### config.mk
export PLATFORM = sky130hd
export DESIGN_NAME = riscv_mem_arbiter_flat
export DESIGN_NICKNAME = d
export VERILOG_FILES = /design/src/rtl/riscv_mem_arbiter_if.sv /design/src/rtl/riscv_mem_arbiter.sv /design/src/flat_wrapper.sv
export SDC_FILE = /design/constraint.sdc
export NUM_CORES = 1
export LEC_CHECK = 0
export CORE_ASPECT_RATIO = 0.8
export CORE_MARGIN = 2
export CORE_UTILIZATION = 42
export CTS_CLUSTER_DIAMETER = 120
export DETAILED_ROUTE_END_ITERATION = 8
export PLACE_DENSITY = 0.91
export REMOVE_ABC_BUFFERS = 1
export SLEW_MARGIN = 40
export SYNTH_ARGS = -nofsm -noshare
export SYNTH_HDL_FRONTEND = slang
export SYNTH_SLANG_ARGS = --single-unit
### constraint.sdc
create_clock -name iclk -period 6.4 [get_ports iclk]
set_clock_uncertainty 0.15 [all_clocks]
set_input_delay 1.28 -clock iclk [delete_from_list [all_inputs] [get_ports iclk]]
set_output_delay 1.28 -clock iclk [all_outputs]
set_load 0.02 [all_outputs]
### src/rtl/riscv_mem_arbiter_if.sv
// Purpose : bundles the fetch, data and memory-side signals of the shared memory arbiter.
// Latency : n/a (wires only).
// Backpressure: none here; imem_ready/imem_rvalid carry the memory-side stall.
// Ports   : fetch req/addr/rdata/valid, data req/we/be/addr/wdata/rdata/valid,
//           memory req/we/be/addr/wdata/ready/rvalid/rdata, hazard-unit stall.
// Modports: master = the arbiter (it masters the memory bus); slave = core + memory.
interface riscv_mem_arbiter_if #(
    parameter int MP_DATA_WIDTH = 32,
    parameter int MP_ADDR_WIDTH = 32
);
    // instruction-fetch requester
    logic                     iif_req;
    logic [MP_ADDR_WIDTH-1:0] iif_addr;
    logic [MP_DATA_WIDTH-1:0] oif_rdata;
    logic                     oif_valid;
    // data requester
    logic                     id_req;
    logic                     id_we;
    logic [1:0]               id_be;
    logic [MP_ADDR_WIDTH-1:0] id_addr;
    logic [MP_DATA_WIDTH-1:0] id_wdata;
    logic [MP_DATA_WIDTH-1:0] od_rdata;
    logic                     od_valid;
    // shared memory port
    logic                     omem_req;
    logic                     omem_we;
    logic [1:0]               omem_be;
    logic [MP_ADDR_WIDTH-1:0] omem_addr;
    logic [MP_DATA_WIDTH-1:0] omem_wdata;
    logic                     imem_ready;
    logic                     imem_rvalid;
    logic [MP_DATA_WIDTH-1:0] imem_rdata;
    // hazard unit
    logic                     ostall;

    modport master (
        input  iif_req, iif_addr,
        output oif_rdata, oif_valid,
        input  id_req, id_we, id_be, id_addr, id_wdata,
        output od_rdata, od_valid,
        output omem_req, omem_we, omem_be, omem_addr, omem_wdata,
        input  imem_ready, imem_rvalid, imem_rdata,
        output ostall
    );

    modport slave (
        output iif_req, iif_addr,
        input  oif_rdata, oif_valid,
        output id_req, id_we, id_be, id_addr, id_wdata,
        input  od_rdata, od_valid,
        input  omem_req, omem_we, omem_be, omem_addr, omem_wdata,
        output imem_ready, imem_rvalid, imem_rdata,
        input  ostall
    );
endinterface

### src/rtl/riscv_mem_arbiter.sv
// Purpose : shares one memory port between instruction fetch and data access, one transaction at a time.
// Latency : 4 cycles per transaction minimum (IDLE grant, ISSUE, WAIT, DONE pulse).
// Backpressure: imem_ready low holds ISSUE, imem_rvalid low holds WAIT; ostall tells the pipeline to wait.
// Ports   : iclk, irst (async active-high), bus (riscv_mem_arbiter_if.master) carrying
//           both requesters, the memory port and the hazard-unit stall.
module riscv_mem_arbiter #(
    parameter int MP_DATA_WIDTH   = 32,
    parameter int MP_ADDR_WIDTH   = 32,
    parameter int MP_MAX_DATA_RUN = 4
) (
    input  logic                   iclk,
    input  logic                   irst,
    riscv_mem_arbiter_if.master    bus
);

    localparam int RW = $clog2(MP_MAX_DATA_RUN + 1);
    localparam logic [RW-1:0] RUN_MAX = RW'(MP_MAX_DATA_RUN);
    localparam logic [1:0]    BE_WORD = 2'b10;

    typedef enum logic [1:0] {
        S_IDLE  = 2'd0,
        S_ISSUE = 2'd1,
        S_WAIT  = 2'd2,
        S_DONE  = 2'd3
    } state_e;

    state_e                   state_q, state_d;
    logic                     owner_data_q, owner_data_d;   // 1 = data port owns the transaction
    logic [RW-1:0]            run_cnt_q, run_cnt_d;
    logic                     omem_req_q, omem_req_d;
    logic                     omem_we_q, omem_we_d;
    logic [1:0]               omem_be_q, omem_be_d;
    logic [MP_ADDR_WIDTH-1:0] omem_addr_q, omem_addr_d;
    logic [MP_DATA_WIDTH-1:0] omem_wdata_q, omem_wdata_d;
    logic [MP_DATA_WIDTH-1:0] oif_rdata_q, oif_rdata_d;
    logic [MP_DATA_WIDTH-1:0] od_rdata_q, od_rdata_d;
    logic                     oif_valid_q, oif_valid_d;
    logic                     od_valid_q, od_valid_d;

    logic any_req;
    logic fetch_wins;

    assign any_req = bus.iif_req | bus.id_req;
    // Data normally wins; a pending fetch takes the port once data has had its full run.
    assign fetch_wins = bus.iif_req & (~bus.id_req | (run_cnt_q == RUN_MAX));

    // ---------------- state register ----------------
    always_ff @(posedge iclk or posedge irst) begin
        if (irst) begin
            state_q      <= S_IDLE;
            owner_data_q <= 1'b0;
            run_cnt_q    <= '0;
            omem_req_q   <= 1'b0;
            omem_we_q    <= 1'b0;
            omem_be_q    <= 2'b00;
            omem_addr_q  <= '0;
            omem_wdata_q <= '0;
            oif_rdata_q  <= '0;
            od_rdata_q   <= '0;
            oif_valid_q  <= 1'b0;
            od_valid_q   <= 1'b0;
        end else begin
            state_q      <= state_d;
            owner_data_q <= owner_data_d;
            run_cnt_q    <= run_cnt_d;
            omem_req_q   <= omem_req_d;
            omem_we_q    <= omem_we_d;
            omem_be_q    <= omem_be_d;
            omem_addr_q  <= omem_addr_d;
            omem_wdata_q <= omem_wdata_d;
            oif_rdata_q  <= oif_rdata_d;
            od_rdata_q   <= od_rdata_d;
            oif_valid_q  <= oif_valid_d;
            od_valid_q   <= od_valid_d;
        end
    end

    // ---------------- next-state logic ----------------
    always_comb begin
        state_d = state_q;
        case (state_q)
            S_IDLE:  if (any_req)         state_d = S_ISSUE;
            S_ISSUE: if (bus.imem_ready)  state_d = S_WAIT;
            S_WAIT:  if (bus.imem_rvalid) state_d = S_DONE;
            S_DONE:                       state_d = S_IDLE;
            default:                      state_d = S_IDLE;
        endcase
    end

    // ---------------- output / datapath logic ----------------
    always_comb begin
        owner_data_d = owner_data_q;
        run_cnt_d    = run_cnt_q;
        omem_req_d   = omem_req_q;
        omem_we_d    = omem_we_q;
        omem_be_d    = omem_be_q;
        omem_addr_d  = omem_addr_q;
        omem_wdata_d = omem_wdata_q;
        oif_rdata_d  = oif_rdata_q;
        od_rdata_d   = od_rdata_q;
        oif_valid_d  = 1'b0;
        od_valid_d   = 1'b0;

        case (state_q)
            S_IDLE: begin
                if (any_req) begin
                    omem_req_d = 1'b1;
                    if (fetch_wins) begin
                        owner_data_d = 1'b0;
                        run_cnt_d    = '0;
                        omem_we_d    = 1'b0;
                        omem_be_d    = BE_WORD;
                        omem_addr_d  = bus.iif_addr;
                        // wdata is don't-care for a fetch; leave the register alone
                    end else begin
                        owner_data_d = 1'b1;
                        // the run only counts data grants that kept a fetch waiting
                        if (!bus.iif_req)
                            run_cnt_d = '0;
                        else if (run_cnt_q != RUN_MAX)
                            run_cnt_d = run_cnt_q + 1'b1;
                        omem_we_d    = bus.id_we;
                        omem_be_d    = bus.id_be;
                        omem_addr_d  = bus.id_addr;
                        omem_wdata_d = bus.id_wdata;
                    end
                end
            end
            S_ISSUE: begin
                if (bus.imem_ready)
                    omem_req_d = 1'b0;
            end
            S_WAIT: begin
                if (bus.imem_rvalid) begin
                    if (owner_data_q) begin
                        od_valid_d = 1'b1;
                        if (!omem_we_q)
                            od_rdata_d = bus.imem_rdata;
                    end else begin
                        oif_valid_d = 1'b1;
                        oif_rdata_d = bus.imem_rdata;
                    end
                end
            end
            default: ;
        endcase
    end

    assign bus.omem_req   = omem_req_q;
    assign bus.omem_we    = omem_we_q;
    assign bus.omem_be    = omem_be_q;
    assign bus.omem_addr  = omem_addr_q;
    assign bus.omem_wdata = omem_wdata_q;
    assign bus.oif_rdata  = oif_rdata_q;
    assign bus.od_rdata   = od_rdata_q;
    assign bus.oif_valid  = oif_valid_q;
    assign bus.od_valid   = od_valid_q;
    assign bus.ostall     = (bus.iif_req & ~oif_valid_q) | (bus.id_req & ~od_valid_q);

endmodule

### src/flat_wrapper.sv
// flat-port wrapper written by rule: the top's interface ports become plain ports
module riscv_mem_arbiter_flat 
#(
    parameter int MP_DATA_WIDTH   = 32,
    parameter int MP_ADDR_WIDTH   = 32,
    parameter int MP_MAX_DATA_RUN = 4
)
  (iclk, irst, bus_iif_req, bus_iif_addr, bus_oif_rdata, bus_oif_valid, bus_id_req, bus_id_we, bus_id_be, bus_id_addr, bus_id_wdata, bus_od_rdata, bus_od_valid, bus_omem_req, bus_omem_we, bus_omem_be, bus_omem_addr, bus_omem_wdata, bus_imem_ready, bus_imem_rvalid, bus_imem_rdata, bus_ostall);
  riscv_mem_arbiter_if #(.MP_DATA_WIDTH(MP_DATA_WIDTH), .MP_ADDR_WIDTH(MP_ADDR_WIDTH)) bus_i ();
  input  logic iclk;
  input  logic irst;
  input wire logic [$bits(bus_i.iif_req)-1:0] bus_iif_req;
  input wire logic [$bits(bus_i.iif_addr)-1:0] bus_iif_addr;
  output wire logic [$bits(bus_i.oif_rdata)-1:0] bus_oif_rdata;
  output wire logic [$bits(bus_i.oif_valid)-1:0] bus_oif_valid;
  input wire logic [$bits(bus_i.id_req)-1:0] bus_id_req;
  input wire logic [$bits(bus_i.id_we)-1:0] bus_id_we;
  input wire logic [$bits(bus_i.id_be)-1:0] bus_id_be;
  input wire logic [$bits(bus_i.id_addr)-1:0] bus_id_addr;
  input wire logic [$bits(bus_i.id_wdata)-1:0] bus_id_wdata;
  output wire logic [$bits(bus_i.od_rdata)-1:0] bus_od_rdata;
  output wire logic [$bits(bus_i.od_valid)-1:0] bus_od_valid;
  output wire logic [$bits(bus_i.omem_req)-1:0] bus_omem_req;
  output wire logic [$bits(bus_i.omem_we)-1:0] bus_omem_we;
  output wire logic [$bits(bus_i.omem_be)-1:0] bus_omem_be;
  output wire logic [$bits(bus_i.omem_addr)-1:0] bus_omem_addr;
  output wire logic [$bits(bus_i.omem_wdata)-1:0] bus_omem_wdata;
  input wire logic [$bits(bus_i.imem_ready)-1:0] bus_imem_ready;
  input wire logic [$bits(bus_i.imem_rvalid)-1:0] bus_imem_rvalid;
  input wire logic [$bits(bus_i.imem_rdata)-1:0] bus_imem_rdata;
  output wire logic [$bits(bus_i.ostall)-1:0] bus_ostall;
  assign bus_i.iif_req = bus_iif_req;
  assign bus_i.iif_addr = bus_iif_addr;
  assign bus_oif_rdata = bus_i.oif_rdata;
  assign bus_oif_valid = bus_i.oif_valid;
  assign bus_i.id_req = bus_id_req;
  assign bus_i.id_we = bus_id_we;
  assign bus_i.id_be = bus_id_be;
  assign bus_i.id_addr = bus_id_addr;
  assign bus_i.id_wdata = bus_id_wdata;
  assign bus_od_rdata = bus_i.od_rdata;
  assign bus_od_valid = bus_i.od_valid;
  assign bus_omem_req = bus_i.omem_req;
  assign bus_omem_we = bus_i.omem_we;
  assign bus_omem_be = bus_i.omem_be;
  assign bus_omem_addr = bus_i.omem_addr;
  assign bus_omem_wdata = bus_i.omem_wdata;
  assign bus_i.imem_ready = bus_imem_ready;
  assign bus_i.imem_rvalid = bus_imem_rvalid;
  assign bus_i.imem_rdata = bus_imem_rdata;
  assign bus_ostall = bus_i.ostall;
  riscv_mem_arbiter #(.MP_DATA_WIDTH(MP_DATA_WIDTH), .MP_ADDR_WIDTH(MP_ADDR_WIDTH), .MP_MAX_DATA_RUN(MP_MAX_DATA_RUN)) u_core (.iclk(iclk), .irst(irst), .bus(bus_i));
endmodule
Word-level counts from Yosys, hierarchy flattened

Cells that the tools add are included.

Register bits after elaboration: 140
Memories: 0
Memory bits (writable): 0
Input bits: 137
Latch bits: 0
Bits in read-only memories: 0

Equality and inequality tests: 9
Order comparisons: 0
Bitwise logic cells: 12
Add/sub/neg operators: 1
Multiply operators: 0
Muxes and demuxes: 20
Reduce and logical (&&, ||, !) cells: 9
Shifts and indexed selects: 0
Divide/modulo/power cells: 0

Operators by type and width:

| cell                                                                    | count |
|---|---|
| 32-bit 2-to-1 mux                                                       | 1 |
| 3-bit AND reduction                                                     | 5 |
| 1-bit 2-to-1 mux                                                        | 10 |
| 3-bit 2-to-1 mux                                                        | 3 |
| 2-bit 2-to-1 mux                                                        | 4 |
| 2-bit one-hot mux with 4 select lines                                   | 1 |
| 1-bit inverter                                                          | 6 |
| 2-bit equality test, second input constant                              | 2 |
| 2-bit inequality test, second input constant                            | 2 |
| 4-bit AND reduction                                                     | 1 |
| 3-bit by 1-bit adder with 3-bit output, second input constant           | 1 |
| 1-bit bitwise AND                                                       | 3 |
| 3-bit equality test, second input constant                              | 1 |
| 3-bit by 1-bit inequality test with 1-bit output, second input constant | 1 |
| 3-bit inequality test, second input constant                            | 1 |
| 1-bit OR                                                                | 3 |
| 2-bit by 1-bit equality test with 1-bit output, second input constant   | 1 |
| 2-bit logical NOT                                                       | 1 |
| 2-bit by 1-bit inequality test with 1-bit output, second input constant | 1 |
| 1-bit one-hot mux with 2 select lines                                   | 1 |
| 2-bit AND reduction                                                     | 1 |
| 2-bit nonzero test                                                      | 1 |

Longest topological paths before layout

Depth after elaboration: 5
Mapped depth: 8
Depth with buffers taken out: 5

Worst setup path after synthesis

Ideal clock, no wire load.

Kind: input-to-output
From: input bus_iif_req
To: output bus_ostall
Cell stages on the path: 3
Data arrival time: 1860 ps
Slack: 3110 ps
Cell sequence: buf_2 -> inv_1 -> o22ai_1

Longest elaborated chain between the ends: 2

RTL lines:

| element            | line                     | RTL |
|---|---|---|
| start: declaration | flat_wrapper.sv:12       | `input wire logic [$bits(bus_i.iif_req)-1:0] bus_iif_req;` |
| 1-bit bitwise AND  | riscv_mem_arbiter.sv:158 | `assign bus.ostall = (bus.iif_req & ~oif_valid_q) \| (bus.id_req & ~od_valid_q);` |
| 1-bit OR           | riscv_mem_arbiter.sv:158 |  |
| end: declaration   | flat_wrapper.sv:31       | `output wire logic [$bits(bus_i.ostall)-1:0] bus_ostall;` |

Every way passes these cells.

Worst setup path after layout

From: input bus_id_req
To: output bus_ostall

Longest elaborated chain between the ends: 2

RTL lines:

| element            | line                     | RTL |
|---|---|---|
| start: declaration | flat_wrapper.sv:16       | `input wire logic [$bits(bus_i.id_req)-1:0] bus_id_req;` |
| 1-bit bitwise AND  | riscv_mem_arbiter.sv:158 |  |
| 1-bit OR           | riscv_mem_arbiter.sv:158 |  |

Every way passes these cells.

==> results.cfg <==
[critical_path]
crit_path_top_delay_cell = clkdlybuf4s50_1
critPathKind = input pin to output pin
max_stage_delay_ps = 640
crit_end = bus_ostall
r2r-end = u_core.bus.omem_wdata[26]
crit_path_start_kind = input pin
critPathLaunch = bus_id_req
rr_worst_depth = 8
crit_chain = clkdlybuf4s50_1 -> inv_1 -> o22ai_1 -> clkdlybuf4s50_1
cp_data_required_time_ps = 4970
worst-path-max-fanout = 6
worstSetupEndpointType = output pin
r2r_slack_ps = 3930
reg2reg_from = u_core.state_q[0]
crit_top_cell = clkdlybuf4s50_1
arrival_ps = 2720

[routing]
wl_per_cell_um = 19.6
dr.pass1.iters = 4
dr_total_vias = 4659
drtIter0Drc = 237
post_drt_via_cell_ratio = 5.16
routed_wl_um = 17700
drc = 0
ant_nets = 0

[logic_synthesis]
ys_seq_elements = 140
synth_edf_count = 0
synthCells = 446
yosysTopAreaCellShare_pct = 59.1
syn_avg_cell_area_um2 = 13.3
synth_area_leaders = dfrtp_1 59%, mux2_2 17%, o211ai_2 5.7%
syn_area_um2 = 5920
synth_flop_cell = dfrtp_1
ys_types = 35
yosysWarnings = 0
synth_seq_area_share_pct = 59.1
yosys.area.top_type = dfrtp_1
async_flop_share_pct = 100

[clocking]
post_cts_buffers = 0
hold_buffers = 0
cts_tree = done
cts_root_buf = clkbuf_16
cts_buffer_depth = 2
clock_latency_ps = 420
cts_buffers = 17
post_cts_resized = 0
clk_pin_slew_ps = 60
cts_sinks = 140
h-tree-depth = 4

[sta]
max_freq_ghz = 0.241
drv_slew = 0
tightest_slew_ps = 749
holdWs_ps = 336
relSlewSlack_pct = 50.1
hold_violations = 0
setup_viol = 0
rsz0062_at_grt = no
worst_slack_ps = 2250
fin_crit_sh_pct = 64.8
setup_tns_ps = 0
period_needed_ps = 4150

[global_route]
grt_pass1_wl_um = 26700
overflow = 0
grt_antenna_before_repair = 0
grt_start_max_net_pins = 82
grt_usage_pct = 23.6
grt_pass1_vias = 5166

[place]
dp_slack_ps = 2300
placed_cell_area_um2 = 8750
routabilityCongestion = 0.805
placed_cells = 871
dpl.hpwl_um = 12200
io_buffers = 271

[finish]
fillers = 919
drive_gt1_share_pct = 22.8
layout_common_cells = 271 x clkdlybuf4s50_1, 140 x dfrtp_1, 92 x mux2_2, 70 x nand2_1, 32 x nand4_1
final_area_um2 = 9340
fin_cells = 903
n_antenna_cell = 0
post-route-util_pct = 68.2
final_common_cell = clkdlybuf4s50_1
nets = 852
area_growth_pct = 57.6

[floorplan]
io_pins = 272
die_h_um = 110
die_area_um2 = 15100
chipWidth_um = 137
core_area_um2 = 13700
start_util_pct = 43.3
rows = 38

[power]
finalPower_mw = 5.00
cellPowerDensity_nw_per_um2 = 536
vdd.ir_drop.worst_mv = 0.353
power.leakage_nw = 3.95

[outcome]
status = finished, final reports clean

[worst_hold_path]
holdCritPathClass = register to register

[job]
drv_cap = 0
[worst min path at each step]
stage / end / slack, ps / cells past startpoint / start
floorplan: u_core.owner_data_q / 310 / 1 / u_core.owner_data_q
global placement: u_core.bus.omem_addr[3] / 320 / 2 / u_core.bus.omem_addr[3]
detailed placement: u_core.bus.omem_wdata[13] / 330 / 1 / u_core.bus.omem_wdata[13]
CTS: u_core.bus.omem_be[1] / 340 / 2 / u_core.bus.omem_be[1]
global route: u_core.bus.omem_wdata[10] / 360 / 1 / u_core.bus.omem_wdata[10]
finish: u_core.bus.omem_be[1] / 340 / 2 / u_core.bus.omem_be[1]
[per-layer routing]
metal,up-vias,GRT usage [%],wire length [um]
met2,224,41.5,8880
met1,2291,25.0,6470
met3,29,10.6,1940
met4,0,9.20,359
met5,-,0,0
li1,2115,-,-
[logic make-up after synthesis]
kind of cell / after synthesis / synth area share (%)
DFF: 140 / 59.1
adders and majority gates: 5 / 1.06
xor gates and xnor gates: 1 / 0.148
buffers and inverters: 42 / 3.86
AOI/OAI and AO/OA: 48 / 8.43
and+or+nand+nor: 113 / 8.93
muxes: 97 / 18.4
[synthesized netlist by cell type, types with 2 or more instances]
library cell	count
a21oi_1	2
buf_1	3
buf_2	9
buf_4	6
buf_6	5
clkbuf_1	11
dfrtp_1	140
ha_1	5
inv_1	8
mux2_1	5
mux2_2	92
nand2_1	70
nand4_1	32
nor2_1	2
nor2b_1	2
o211ai_1	5
o211ai_2	27
o21ai_0	2
o21ai_1	2
o22ai_1	3
[power by group]
part | internal, mW | switching (mW) | total [mW]
Combinational | 1.23 | 1.22 | 2.45
Clock | 0.586 | 0.382 | 0.968
Sequential | 1.33 | 0.259 | 1.59
Total | 3.15 | 1.86 | 5.00
[state kept, by name (all words and copies together) (netlist names)]
name / flops
u_core.bus.omem_we: 1
u_core.bus.od_valid: 1
u_core.bus.omem_be: 2
u_core.state_q: 2
u_core.bus.oif_valid: 1
u_core.owner_data_q: 1
u_core.run_cnt_q: 3
u_core.bus.omem_req: 1
u_core.bus.oif_rdata: 32
u_core.bus.omem_wdata: 32
u_core.bus.omem_addr: 32
u_core.bus.od_rdata: 32
[critical path, delay by kind of cell]
family | cells | cell delay (ps)
buffers and inverters | 3 | 1310
AO/OA/AOI/OAI | 1 | 130
[cell type report]
type | instances | area (um2) | share of cell area (%)
clock buffers | 19 | 443 | 4.74
flip-flops and latches | 140 | 3500 | 37.5
clock inverters | 13 | 143 | 1.53
well taps | 180 | 225 | 2.41
repair buffers | 279 | 2790 | 29.9
inverters | 8 | 35.0 | 0.375
multi-input cells | 264 | 2200 | 23.5
(Power assumes the default switching activity.)
